===== config.mk =====
export PLATFORM = sky130hd
export DESIGN_NAME = lcg_stim_gen
export DESIGN_NICKNAME = d
export VERILOG_FILES = /design/src/rtl/stim_pkg.sv /design/src/rtl/lcg_step.sv /design/src/rtl/lcg_stim_gen.sv
export SDC_FILE = /design/constraint.sdc
export NUM_CORES = 1
export LEC_CHECK = 0
export BUFFER_PORTS_ARGS = -buffer_cell sky130_fd_sc_hd__buf_2
export CELL_PAD_IN_SITES_DETAIL_PLACEMENT = 0
export CELL_PAD_IN_SITES_GLOBAL_PLACEMENT = 1
export CORE_MARGIN = 8
export CORE_UTILIZATION = 40
export DETAILED_ROUTE_END_ITERATION = 12
export PLACE_DENSITY_LB_ADDON = 0.1
export SETUP_SLACK_MARGIN = 0.02
export SLEW_MARGIN = 20
export SYNTH_ARGS = -nofsm -noshare
export SYNTH_HDL_FRONTEND = slang
export SYNTH_SLANG_ARGS = --single-unit

===== constraint.sdc =====
create_clock -name clk -period 10 [get_ports clk]
set_clock_uncertainty 0.05 [all_clocks]
set_input_delay 1 -clock clk [delete_from_list [all_inputs] [get_ports clk]]
set_output_delay 1 -clock clk [all_outputs]
set_load 0.03 [all_outputs]

===== src/rtl/stim_pkg.sv =====
// Shared constants, FSM state type and the reference LCG step for the
// stimulus generator slice.
package stim_pkg;

    localparam logic [31:0] LCG_MULT = 32'h41C64E6D;
    localparam logic [31:0] LCG_INC  = 32'h3039;

    typedef enum logic [1:0] {
        IDLE    = 2'd0,
        FILL    = 2'd1,
        PRESENT = 2'd2,
        DONE    = 2'd3
    } stim_state_t;

    function automatic logic [31:0] lcg_next(input logic [31:0] i_state);
        return i_state * LCG_MULT + LCG_INC;
    endfunction

endpackage


===== src/rtl/lcg_step.sv =====
// One combinational step of the team LCG (state*LCG_MULT + LCG_INC mod 2^32).
module lcg_step
    import stim_pkg::*;
(
    input  logic [31:0] i_state,
    output logic [31:0] o_next
);

    assign o_next = lcg_next(i_state);

endmodule


===== src/rtl/lcg_stim_gen.sv =====
// LCG-driven stimulus source: builds OUT_W-bit vectors from 32-bit LCG words,
// low chunk first, and hands them out over valid/ready. Optional LCG_PARALLEL_EN.
module lcg_stim_gen
    import stim_pkg::*;
#(
    parameter int unsigned OUT_W = 137
) (
    input  logic             clk,
    input  logic             rst_n,
    input  logic             start,
    input  logic [31:0]      seed,
    input  logic [31:0]      num_vec,
    output logic [OUT_W-1:0] vec_out,
    output logic             vec_valid,
    input  logic             vec_ready,
    output logic [31:0]      vec_idx,
    output logic             busy,
    output logic             done
);

    localparam int unsigned NCHUNK = (OUT_W + 31) / 32;

    stim_state_t      r_state;
    logic [31:0]      r_rng;
    logic [31:0]      r_num;
    logic [31:0]      r_idx;
    logic             r_valid;
    logic [OUT_W-1:0] r_vec_out;

    logic [31:0]      w_fill_rng;
    logic [OUT_W-1:0] w_fill_vec;
    logic             w_fill_last;
    logic             w_start_ok;

    assign w_start_ok = start && (r_state == IDLE || r_state == DONE);

`ifdef LCG_PARALLEL_EN
    // Whole vector in one FILL cycle: NCHUNK chained steps, top chunk truncated.
    logic [31:0]      w_chain [0:NCHUNK];
    logic [OUT_W-1:0] w_par;

    assign w_chain[0] = r_rng;

    for (genvar g = 0; g < NCHUNK; g++) begin : g_chain
        lcg_step u_step (
            .i_state (w_chain[g]),
            .o_next  (w_chain[g+1])
        );
        if (g == NCHUNK - 1) begin : g_top
            assign w_par[OUT_W-1:32*g] = w_chain[g+1][OUT_W-32*g-1:0];
        end else begin : g_mid
            assign w_par[32*g +: 32] = w_chain[g+1];
        end
    end

    assign w_fill_rng  = w_chain[NCHUNK];
    assign w_fill_vec  = w_par;
    assign w_fill_last = 1'b1;
`else
    localparam int unsigned ASM_W = NCHUNK * 32;
    localparam int unsigned KW    = (NCHUNK > 1) ? $clog2(NCHUNK) : 1;

    logic [KW-1:0]    r_k;
    logic [ASM_W-1:0] r_asm;
    logic [ASM_W-1:0] w_asm;
    logic [31:0]      w_next;

    lcg_step u_step (
        .i_state (r_rng),
        .o_next  (w_next)
    );

    // Splice the current chunk in combinationally so the last chunk reaches
    // vec_out in the same cycle it is generated.
    always_comb begin
        w_asm = r_asm;
        w_asm[32*int'(r_k) +: 32] = w_next;
    end

    assign w_fill_rng  = w_next;
    assign w_fill_vec  = w_asm[OUT_W-1:0];
    assign w_fill_last = (r_k == KW'(NCHUNK - 1));

    always_ff @(posedge clk or negedge rst_n) begin
        if (!rst_n) begin
            r_k   <= '0;
            r_asm <= '0;
        end else if (w_start_ok) begin
            r_k <= '0;
        end else if (r_state == FILL) begin
            r_asm <= w_asm;
            r_k   <= w_fill_last ? '0 : r_k + KW'(1);
        end
    end
`endif

    always_ff @(posedge clk or negedge rst_n) begin
        if (!rst_n) begin
            r_state   <= IDLE;
            r_rng     <= '0;
            r_num     <= '0;
            r_idx     <= '0;
            r_valid   <= 1'b0;
            r_vec_out <= '0;
        end else begin
            case (r_state)
                IDLE, DONE: begin
                    if (w_start_ok) begin
                        r_rng   <= seed;
                        r_num   <= num_vec;
                        r_idx   <= '0;
                        r_state <= (num_vec == '0) ? DONE : FILL;
                    end
                end
                FILL: begin
                    r_rng <= w_fill_rng;
                    if (w_fill_last) begin
                        r_vec_out <= w_fill_vec;
                        r_valid   <= 1'b1;
                        r_state   <= PRESENT;
                    end
                end
                PRESENT: begin
                    if (vec_ready) begin
                        r_valid <= 1'b0;
                        if (r_idx == r_num - 32'd1) begin
                            r_state <= DONE;
                        end else begin
                            r_idx   <= r_idx + 32'd1;
                            r_state <= FILL;
                        end
                    end
                end
                default: r_state <= IDLE;
            endcase
        end
    end

    assign vec_out   = r_vec_out;
    assign vec_valid = r_valid;
    assign vec_idx   = r_idx;
    assign busy      = (r_state == FILL) || (r_state == PRESENT);
    assign done      = (r_state == DONE);

endmodule


==> results.cfg, run 1 <==
[detailed_routing]
drcViolationCount = 0
vias = 20600
wirelength_um = 89600
drt-wirelength-per-cell_um = 23.5
first_iter_violations = 1365
via_per_inst = 5.42
ant_nets = 0
dr.pass1.iters = 5

[die]
io_pins = 240
die_w_um = 274
core_region_area_mm2 = 0.0659
start_util_pct = 40.4
core.rowCount = 94
die_height_um = 274
dieArea_mm2 = 0.0750

[yosys]
synth-edff-count = 0
postSynthAreaPerCell_um2 = 9.77
yosys_most_used_dff = dfrtp_1
syn_nets = 3198
synth.distinct_cells = 68
async_reset_ff_share_pct = 100
yosys_warnings = 0
postSynthCellCount = 2724
synth_seq_area_share_pct = 35.4
syn-cell-area_mm2 = 0.0266
synth-seq-cells = 376

[critical_path]
slowest_delay_ns = 0.74
crit_chain = ha_1 > fa_1 > inv_1 > fa_1 > fa_1 > inv_1 > ha_1 > inv_1 > fa_1 > inv_1 > fa_1 > inv_1 > fa_1 > inv_1 > ha_1 > a21o_1 > a21oi_1 > nand2b_1 > o31ai_1 > a22oi_1 > a21o_1 > a21oi_1 > xor2_1 > o21ai_0
endpoint_kind = flip-flop
slowest_stage = o31ai_1
r2r-start = r_rng[7]
worstSetupStartpoint = r_rng[7]
path_class = flip-flop to flip-flop
startpoint_type = flip-flop
path_max_fanout = 10
cp.required_ns = 10.36
worstPathArrival_ns = 8.47

[global_routing]
antenna_found_initial = 0
grt_pass1_vias = 21700
grt-ovfl-total = 0
grt_pass1_wl_um = 138000
grt_max_degree = 146
grt_use_total_pct = 23.9

[placement]
io_buffers = 239
dp.cells = 3728
dpl.hpwl_um = 68000
gp_congestion = 0.890

[flow_run]
max_cap_violations = 0

[hold_path]
hp-class = primary input to async pin

[clock_network]
clk_pin_slew_worst_paths_ns = 0.06
postCtsHoldBufs = 0
cts_tree = done
cts-resized-gates = 0
cts.sinks = 376
cts_buffer_depth = 3
insertion_delay_ns = 0.60
h-tree-depth = 2
cts_setup_buffers = 0
cts-root-buf = clkbuf_16
cts_made_buffers = 45

[layout]
instances_no_fill = 3811
areaGrowthSynthToFinish_pct = 13.6
final_layout_size_suffix_gt1_share_pct = 15.3
most-common-layout-cells = inv_1, dfrtp_1, buf_2
nets = 3385
layout_commonest_cell = inv_1

[timing]
tns_ns = 0
hold_viol_final = 0
fin_crit_sh_pct = 81.1
drv_slew = 0
setup_viol_count_final = 0
max_slew_margin_pct = 24.0
tightest_slew_ns = 1.14
rsz0062_at_grt = no
fin_crit_ns = 8.11
fmax_mhz = 123

[status]
outcome = finished, final reports clean
[synth_stat cells (all sizes together), types with 5 or more instances]
master	instances	area, µm²
clkbuf	121	455
nand3b	5	37.5
nand4	16	100
a22o	85	744
buf	17	96.3
a22oi	8	60.1
a21o	19	143
mux2i	45	450
fa	187	3740
a31oi	14	87.6
a32oi	5	43.8
xor2	32	280
or2	13	81.3
nor4	19	146
dfrtp	376	9410
ha	219	2740
a221oi	79	692
nor2	228	858
and2	7	43.8
o31ai	37	278
mux2	57	642
a21oi	78	390
nor3b	6	50.1
nor3	27	135
and3	30	188
or4	6	45.0
o41ai	9	78.8
nand2b	18	113
o211ai	6	45.0
nand3	35	175
o21ai	160	801
a211oi	8	60.1
inv	438	1640
xnor2	62	543
nand2	188	706
or3	18	118
[flip-flops by register name, indices dropped and copies added, names as in the netlist]
name / flops
r_asm: 137
r_k: 3
r_num: 32
r_rng: 32
r_state: 2
vec_idx: 32
vec_out: 137
vec_valid: 1
[layout make-up]
cell class,instances,area (µm²)
Clock buffer,65,1330
Timing Repair Buffer,278,1520
Tap cell,864,1080
Sequential cell,376,9410
Clock inverter,17,146
Antenna cell,1,2.50
Inverter,438,1640
Fill cell,6468,35600
Multi-Input combinational cell,1772,15100
[final timing paths]
| check | end | slack, ns | cells after the start |
|---|---|---|---|
| max in group asynchronous | r_rng[26] | 7.42 | 3 |
| max reg2reg | r_asm[116] | 1.89 | 24 |
| max | r_asm[116] | 1.89 | 24 |
| min reg2reg | r_asm[93] | 0.42 | 2 |
| min | vec_out[7] | 0.37 | 1 |
| min in group clk | r_asm[93] | 0.42 | 2 |
[kinds of logic after synthesis]
| logic type | count (synthesis) | share of synthesized area [%] |
|---|---|---|
| mux | 102 | 4.10 |
| flops | 376 | 35.4 |
| simple gates | 636 | 11.2 |
| compound gates | 534 | 13.7 |
| fa+ha+maj | 406 | 24.4 |
| xor+xnor | 94 | 3.09 |
| buf+inv | 576 | 8.25 |
[worst max-delay path, delay by kind of cell, from the launching register on]
| family | cells | cell delay (ns) |
|---|---|---|
| fa+ha+maj | 9 | 4.21 |
| compound gates | 7 | 2.03 |
| xor+xnor | 1 | 0.74 |
| flops | 1 | 0.53 |
| buf+inv | 6 | 0.28 |
| simple gates | 1 | 0.08 |
[routing by layer]
layer	vias up	GRT usage, %	part of all wire (%)
li1	9532	-	-
met1	10500	32.3	44
met2	487	40.0	49
met3	112	3.34	4.9
met4	0	6.63	2.8
met5	-	0	0
[stage by stage]
step | hold slack [ns] | cell area (µm²) | util (%) | setup slack, ns
3_5_place_dp | 0.413 | 28800 | 43.7 | 1.92
4_1_cts | 0.406 | 30200 | 45.9 | 1.88
2_1_floorplan | 0.392 | 26600 | - | 3.08
5_1_grt | 0.436 | 30200 | 45.9 | 1.45
6_report | 0.370 | 30200 | 45.9 | 1.89
3_3_place_gp | 0.402 | 28700 | 43.6 | 1.98
Power of run 1 is left out: the tool's default activity adds up to more than one toggle a clock period on the data nets, which glitch-free logic cannot reach.
==> run 2: changes to the inputs <==
clock period = 6.9 ns   (was 10 ns; I/O delays follow)
==> run 2 against run 1 <==
  * Fmax up 19%
  * Global-route usage is 0.24 points higher
  * Critical path type unchanged
  * Setup slack got worse by 1.8 ns
  * Via count rose by 3.4%
  * Critical path depth unchanged
  * Critical endpoint is now r_asm[30]
  * First-iteration DRC count rose by 15%
==> results.cfg, run 2 (synthesized netlist as in run 1, its figures left out) <==
[timing]
max_slew_margin_pct = 23.5
fin_crit_ns = 6.81
setup_viol_count_final = 0
rsz0062_at_grt = yes
drv_slew = 0
fin_crit_sh_pct = 98.7
tightest_slew_ns = 1.14
fmax_mhz = 147
hold_viol_final = 0

[clock_network]
cts.sinks = 376
h-tree-depth = 2
cts_buffer_depth = 3
insertion_delay_ns = 0.59
cts-root-buf = clkbuf_16
cts_made_buffers = 44
clk_pin_slew_worst_paths_ns = 0.06
cts_tree = done

[critical_path]
path_class = flip-flop to flip-flop
startpoint_type = flip-flop
worstPathArrival_ns = 7.23
r2r-start = r_rng[4]
r2r.worst_path.cells = 24
r2r-end = r_asm[30]
path_max_fanout = 8
r2r_setup_slack_ns = 0.09
endpoint_kind = flip-flop
cp.required_ns = 7.33

[placement]
gp_congestion = 0.908
io_buffers = 239
dpl.hpwl_um = 68400
dp.cells = 3852

[detailed_routing]
ant_nets = 0
vias = 21300
wirelength_um = 91100
first_iter_violations = 1573
via_per_inst = 5.40
dr.pass1.iters = 7
drt-wirelength-per-cell_um = 23.0
drcViolationCount = 0

[die]
start_util_pct = 40.4
die_w_um = 274
io_pins = 240
core_region_area_mm2 = 0.0659
dieArea_mm2 = 0.0750
die_height_um = 274
core.rowCount = 94

[flow_run]
max_cap_violations = 0

[global_routing]
antenna_found_initial = 6
grt_max_degree = 166
grt-ovfl-total = 0
grt_use_total_pct = 24.2
grt_pass1_wl_um = 139000
grt_pass1_vias = 22500

[layout]
most-common-layout-cells = inv_1, dfrtp_1, buf_2
fill_cells = 6281
areaGrowthSynthToFinish_pct = 21.2
final_layout_size_suffix_gt1_share_pct = 23.0
instances_no_fill = 3956
layout_commonest_cell = inv_1
nets = 3532

[status]
outcome = finished, final reports clean

[hold_path]
hp-class = primary input to async pin
run 2: metal layers:
metal	GRT usage [%]	routed length (µm)
met1	32.1	39700
met2	40.7	44400
met3	4.02	4510
met4	6.50	2470
met5	0	24
run 2: worst max-delay path by stage:
stage | slack, ns | endpoint | depth (start not counted) | start
finish | 0.09 | r_asm[30] | 24 | r_rng[4]
global route | -0.12 | vec_out[127] | 24 | r_rng[4]
CTS | 0.02 | vec_out[127] | 22 | r_rng[15]
detailed placement | -0.52 | r_asm[61] | 21 | r_rng[8]
global placement | -0.31 | vec_out[127] | 26 | r_rng[8]
floorplan | 0.02 | vec_out[25] | 25 | r_rng[7]
run 2: final cells by class:
| cell class | count | area, µm² | share of cell area (%) |
|---|---|---|---|
| multi-input combinational | 1773 | 15800 | 49.2 |
| sequential | 376 | 9420 | 29.2 |
| timing repair buffer | 425 | 2740 | 8.51 |
| inverter | 438 | 1650 | 5.11 |
| clock buffer | 63 | 1260 | 3.92 |
| tap | 864 | 1080 | 3.35 |
| clock inverter | 15 | 239 | 0.741 |
| antenna | 2 | 5.00 | 0.0155 |
run 2: stage by stage:
stage	worst slack, ns	setup TNS, ns	instance area, µm²	util, %	hold slack, ns
final	0.0925	0	32200	49.0	0.0573
after detailed placement	-0.515	-19.40	29700	45.1	0.412
after global routing	-0.122	-1.56	32200	49.0	0.104
after global placement	-0.308	-13.83	29700	45.1	0.403
after floorplan	0.0154	0	26600	-	0.344
after CTS	0.0242	0	31700	48.1	0.0765
run 2: critical path: stages (launching register included):
cell and delay [ns]:
dfrtp_2 0.45, ha_1 0.26, xor2_2 0.20, ha_1 0.20, a21oi_2 0.17, fa_1 0.47
fa_1 0.55, inv_1 0.06, fa_1 0.46, ha_1 0.33, fa_1 0.53, inv_1 0.06
fa_1 0.54, inv_1 0.04, ha_1 0.34, a21o_1 0.23, a21oi_4 0.16, o211ai_1 0.16
a32oi_2 0.27, o31ai_4 0.14, o41ai_2 0.32, xnor2_1 0.11, buf_4 0.19, buf_6 0.13
mux2_4 0.26
run 2: what timing repair did:
action	4_1_cts	5_1_grt
setup endpoints to repair	98	105
cloned	2	1
pin swaps	21	77
hold buffers	0	0
setup buffers	8	13
gates resized for setup	67	112
Power of run 2 is left out for the same reason.
==> run 3: changes to the inputs <==
--- a/config.mk
+++ b/config.mk
@@ -6,4 +6,6 @@
 export NUM_CORES = 1
 export LEC_CHECK = 0
+export ABC_AREA = 1
+export ABC_CLOCK_PERIOD_IN_PS = 6900
 export BUFFER_PORTS_ARGS = -buffer_cell sky130_fd_sc_hd__buf_2
 export CELL_PAD_IN_SITES_DETAIL_PLACEMENT = 0
==> constraint.sdc (replaced) <==
create_clock -name clk -period 6.9 [get_ports clk]
set_clock_uncertainty 0.05 [all_clocks]
set_input_delay 1.035 -clock clk [delete_from_list [all_inputs] [get_ports clk]]
set_output_delay 1.035 -clock clk [all_outputs]
set_load 0.03 [all_outputs]
==> run 3 against run 2 <==
  * Flip-flop and latch count unchanged
  * Die area increased by 4.5%
  * Fmax rose by 2.6%
  * Design area rose by 3.1%
  * Utilization shrank 1.1 points
  * First-iteration DRC count is 0.32% lower
  * Setup slack improved by 0.17 ns
  * Synthesized area increased by 4.8%
  * Critical path type unchanged
  * Highest routed layer is now met4
==> results.cfg, run 3 <==
[yosys]
synthMuxAreaShare_pct = 0.287
synth_top_family_by_area = adder cells
synth_top_area_share_pct = 33.7
async_reset_ff_share_pct = 100
synth_compound_area_share_pct = 9.44
yosys.area_share.simple_pct = 19.9
synth-seq-cells = 376
synth_area_leaders = dfrtp_1, fa_1, nand2_1
yosys_most_used_dff = dfrtp_1
synthXorXnorAreaFrac_pct = 2.94
yosys-top-cells-count = nand2_1, inv_1, dfrtp_1, o21ai_0, ha_1
syn-cell-area_mm2 = 0.0279
synth_seq_area_share_pct = 33.7
postSynthAreaPerCell_um2 = 8.03
synth_top_cell_by_area = dfrtp_1
postSynthCellCount = 3474
synth.distinct_cells = 45
syn_nets = 3948
yosys_warnings = 0
synth-edff-count = 0
synth_adder_area_share_pct = 23.3
synth_most_common_cell = nand2_1

[critical_path]
slowest_delay_ns = 0.55
path_class = flip-flop to flip-flop
worstPathArrival_ns = 7.07
endpoint_kind = flip-flop
slowest_stage = fa_1
path_max_fanout = 5
startpoint_type = flip-flop
cp.required_ns = 7.33
crit_path_frequent_cell = fa_1

[timing]
rsz0062_at_grt = yes
fin_crit_ns = 6.64
max_slew_margin_pct = 22.6
fmax_mhz = 151
fin_crit_sh_pct = 96.2
hold_viol_final = 0
tightest_slew_ns = 1.16
setup_viol_count_final = 0
setup_slack_ns = 0.262
drv_slew = 0

[status]
outcome = finished, final reports clean

[clock_network]
h-tree-depth = 2
cts_tree = done
cts_made_buffers = 46
postCtsHoldBufs = 0
insertion_delay_ns = 0.60
clk_pin_slew_worst_paths_ns = 0.06
cts.sinks = 376
cts-root-buf = clkbuf_16
cts_buffer_depth = 3

[global_routing]
grt_max_degree = 159
antenna_found_initial = 1
grt_use_total_pct = 24.4
grt_pass1_vias = 24300
grt_pass1_wl_um = 148000
grt-ovfl-total = 0

[detailed_routing]
dr.pass1.iters = 5
vias = 23600
wirelength_um = 95700
drcViolationCount = 0
ant_nets = 0
via_per_inst = 4.93
met3_length_um = 4530
top_layer = met4
drt-met1-wl_um = 43500
first_iter_violations = 1568
drt-wirelength-per-cell_um = 20.0
wl_met2_um = 44100

[layout]
nets = 4274
layout_commonest_cell = nand2_1
final_layout_size_suffix_gt1_share_pct = 17.2
most-common-layout-cells = nand2_1, inv_1, dfrtp_1
areaGrowthSynthToFinish_pct = 19.3

[die]
die_w_um = 280
dieArea_mm2 = 0.0784
start_util_pct = 40.1
io_pins = 240
core_region_area_mm2 = 0.0695
die_height_um = 280
core.rowCount = 97

[placement]
io_buffers = 239
gp_congestion = 0.955
place_ws_ns = -0.405
dpl.hpwl_um = 74400

[flow_run]
max_cap_violations = 0

[hold_path]
hp-class = primary input to async pin
run 3: final timing paths:
kind / start / to / slack [ns] / cells after the start
min reg2reg: vec_out[110] / vec_out[110] / 0.42 / 2
max reg2reg: r_rng[7] / vec_out[123] / 0.26 / 30
min in group clk: vec_out[110] / vec_out[110] / 0.42 / 2
max in group asynchronous: rst_n / vec_idx[5] / 4.91 / 2
max: r_rng[7] / vec_out[123] / 0.26 / 30
min: rst_n / r_rng[11] / 0.38 / 1
run 3: kinds of logic after synthesis:
| kind of cell | count (synthesis) |
|---|---|
| buffers and inverters | 759 |
| AND/OR/NAND/NOR | 1368 |
| AO/OA/AOI/OAI | 465 |
| XOR/XNOR | 92 |
| flip-flops | 376 |
| multiplexers | 8 |
| adder cells (fa/ha/maj) | 406 |
run 3: per-stage QoR:
stage	hold WS, ns	cells	setup TNS (ns)	cell area, µm²	util [%]
final	0.380	4776	0	33300	47.8
after global routing	0.448	4774	-0.143	33200	47.8
after CTS	0.429	4764	0	32600	46.9
after detailed placement	0.409	4680	-7.88	31000	44.6
after global placement	0.405	4680	-9.69	31000	44.6
after floorplan	0.392	3474	0	27900	-
run 3: metal layers:
metal | vias up | track usage, %
li1 | 11500 | -
met5 | - | 0
met3 | 151 | 4.07
met4 | 0 | 8.39
met1 | 11400 | 33.2
met2 | 560 | 39.4
run 3: layout make-up:
class                   instances  area (µm²)
clock inverters                18         246
fillers                      7004       36300
inverters                     641        2410
diodes                          2        5.00
flip-flops and latches        376        9420
well taps                     940        1180
repair buffers                396        2460
multi-input cells            2339       16200
clock buffers                  64        1310
run 3: timing repair:
| item | 4_1_cts | 5_1_grt |
|---|---|---|
| resized for setup | 18 | 126 |
| pin swaps | 1 | 23 |
| hold endpoints to repair | 0 | 0 |
| buffers inserted | 2 | 10 |
| setup endpoints to repair | 74 | 160 |
run 3: worst max-delay path: cells and delay by family, from the launching register on:
kind	cells	cell delay (ns)
AO/OA/AOI/OAI	2	0.34
adder cells (fa/ha/maj)	9	3.90
buffers and inverters	9	0.74
flip-flops	1	0.47
AND/OR/NAND/NOR	10	1.02
Power of run 3 is left out for the same reason.
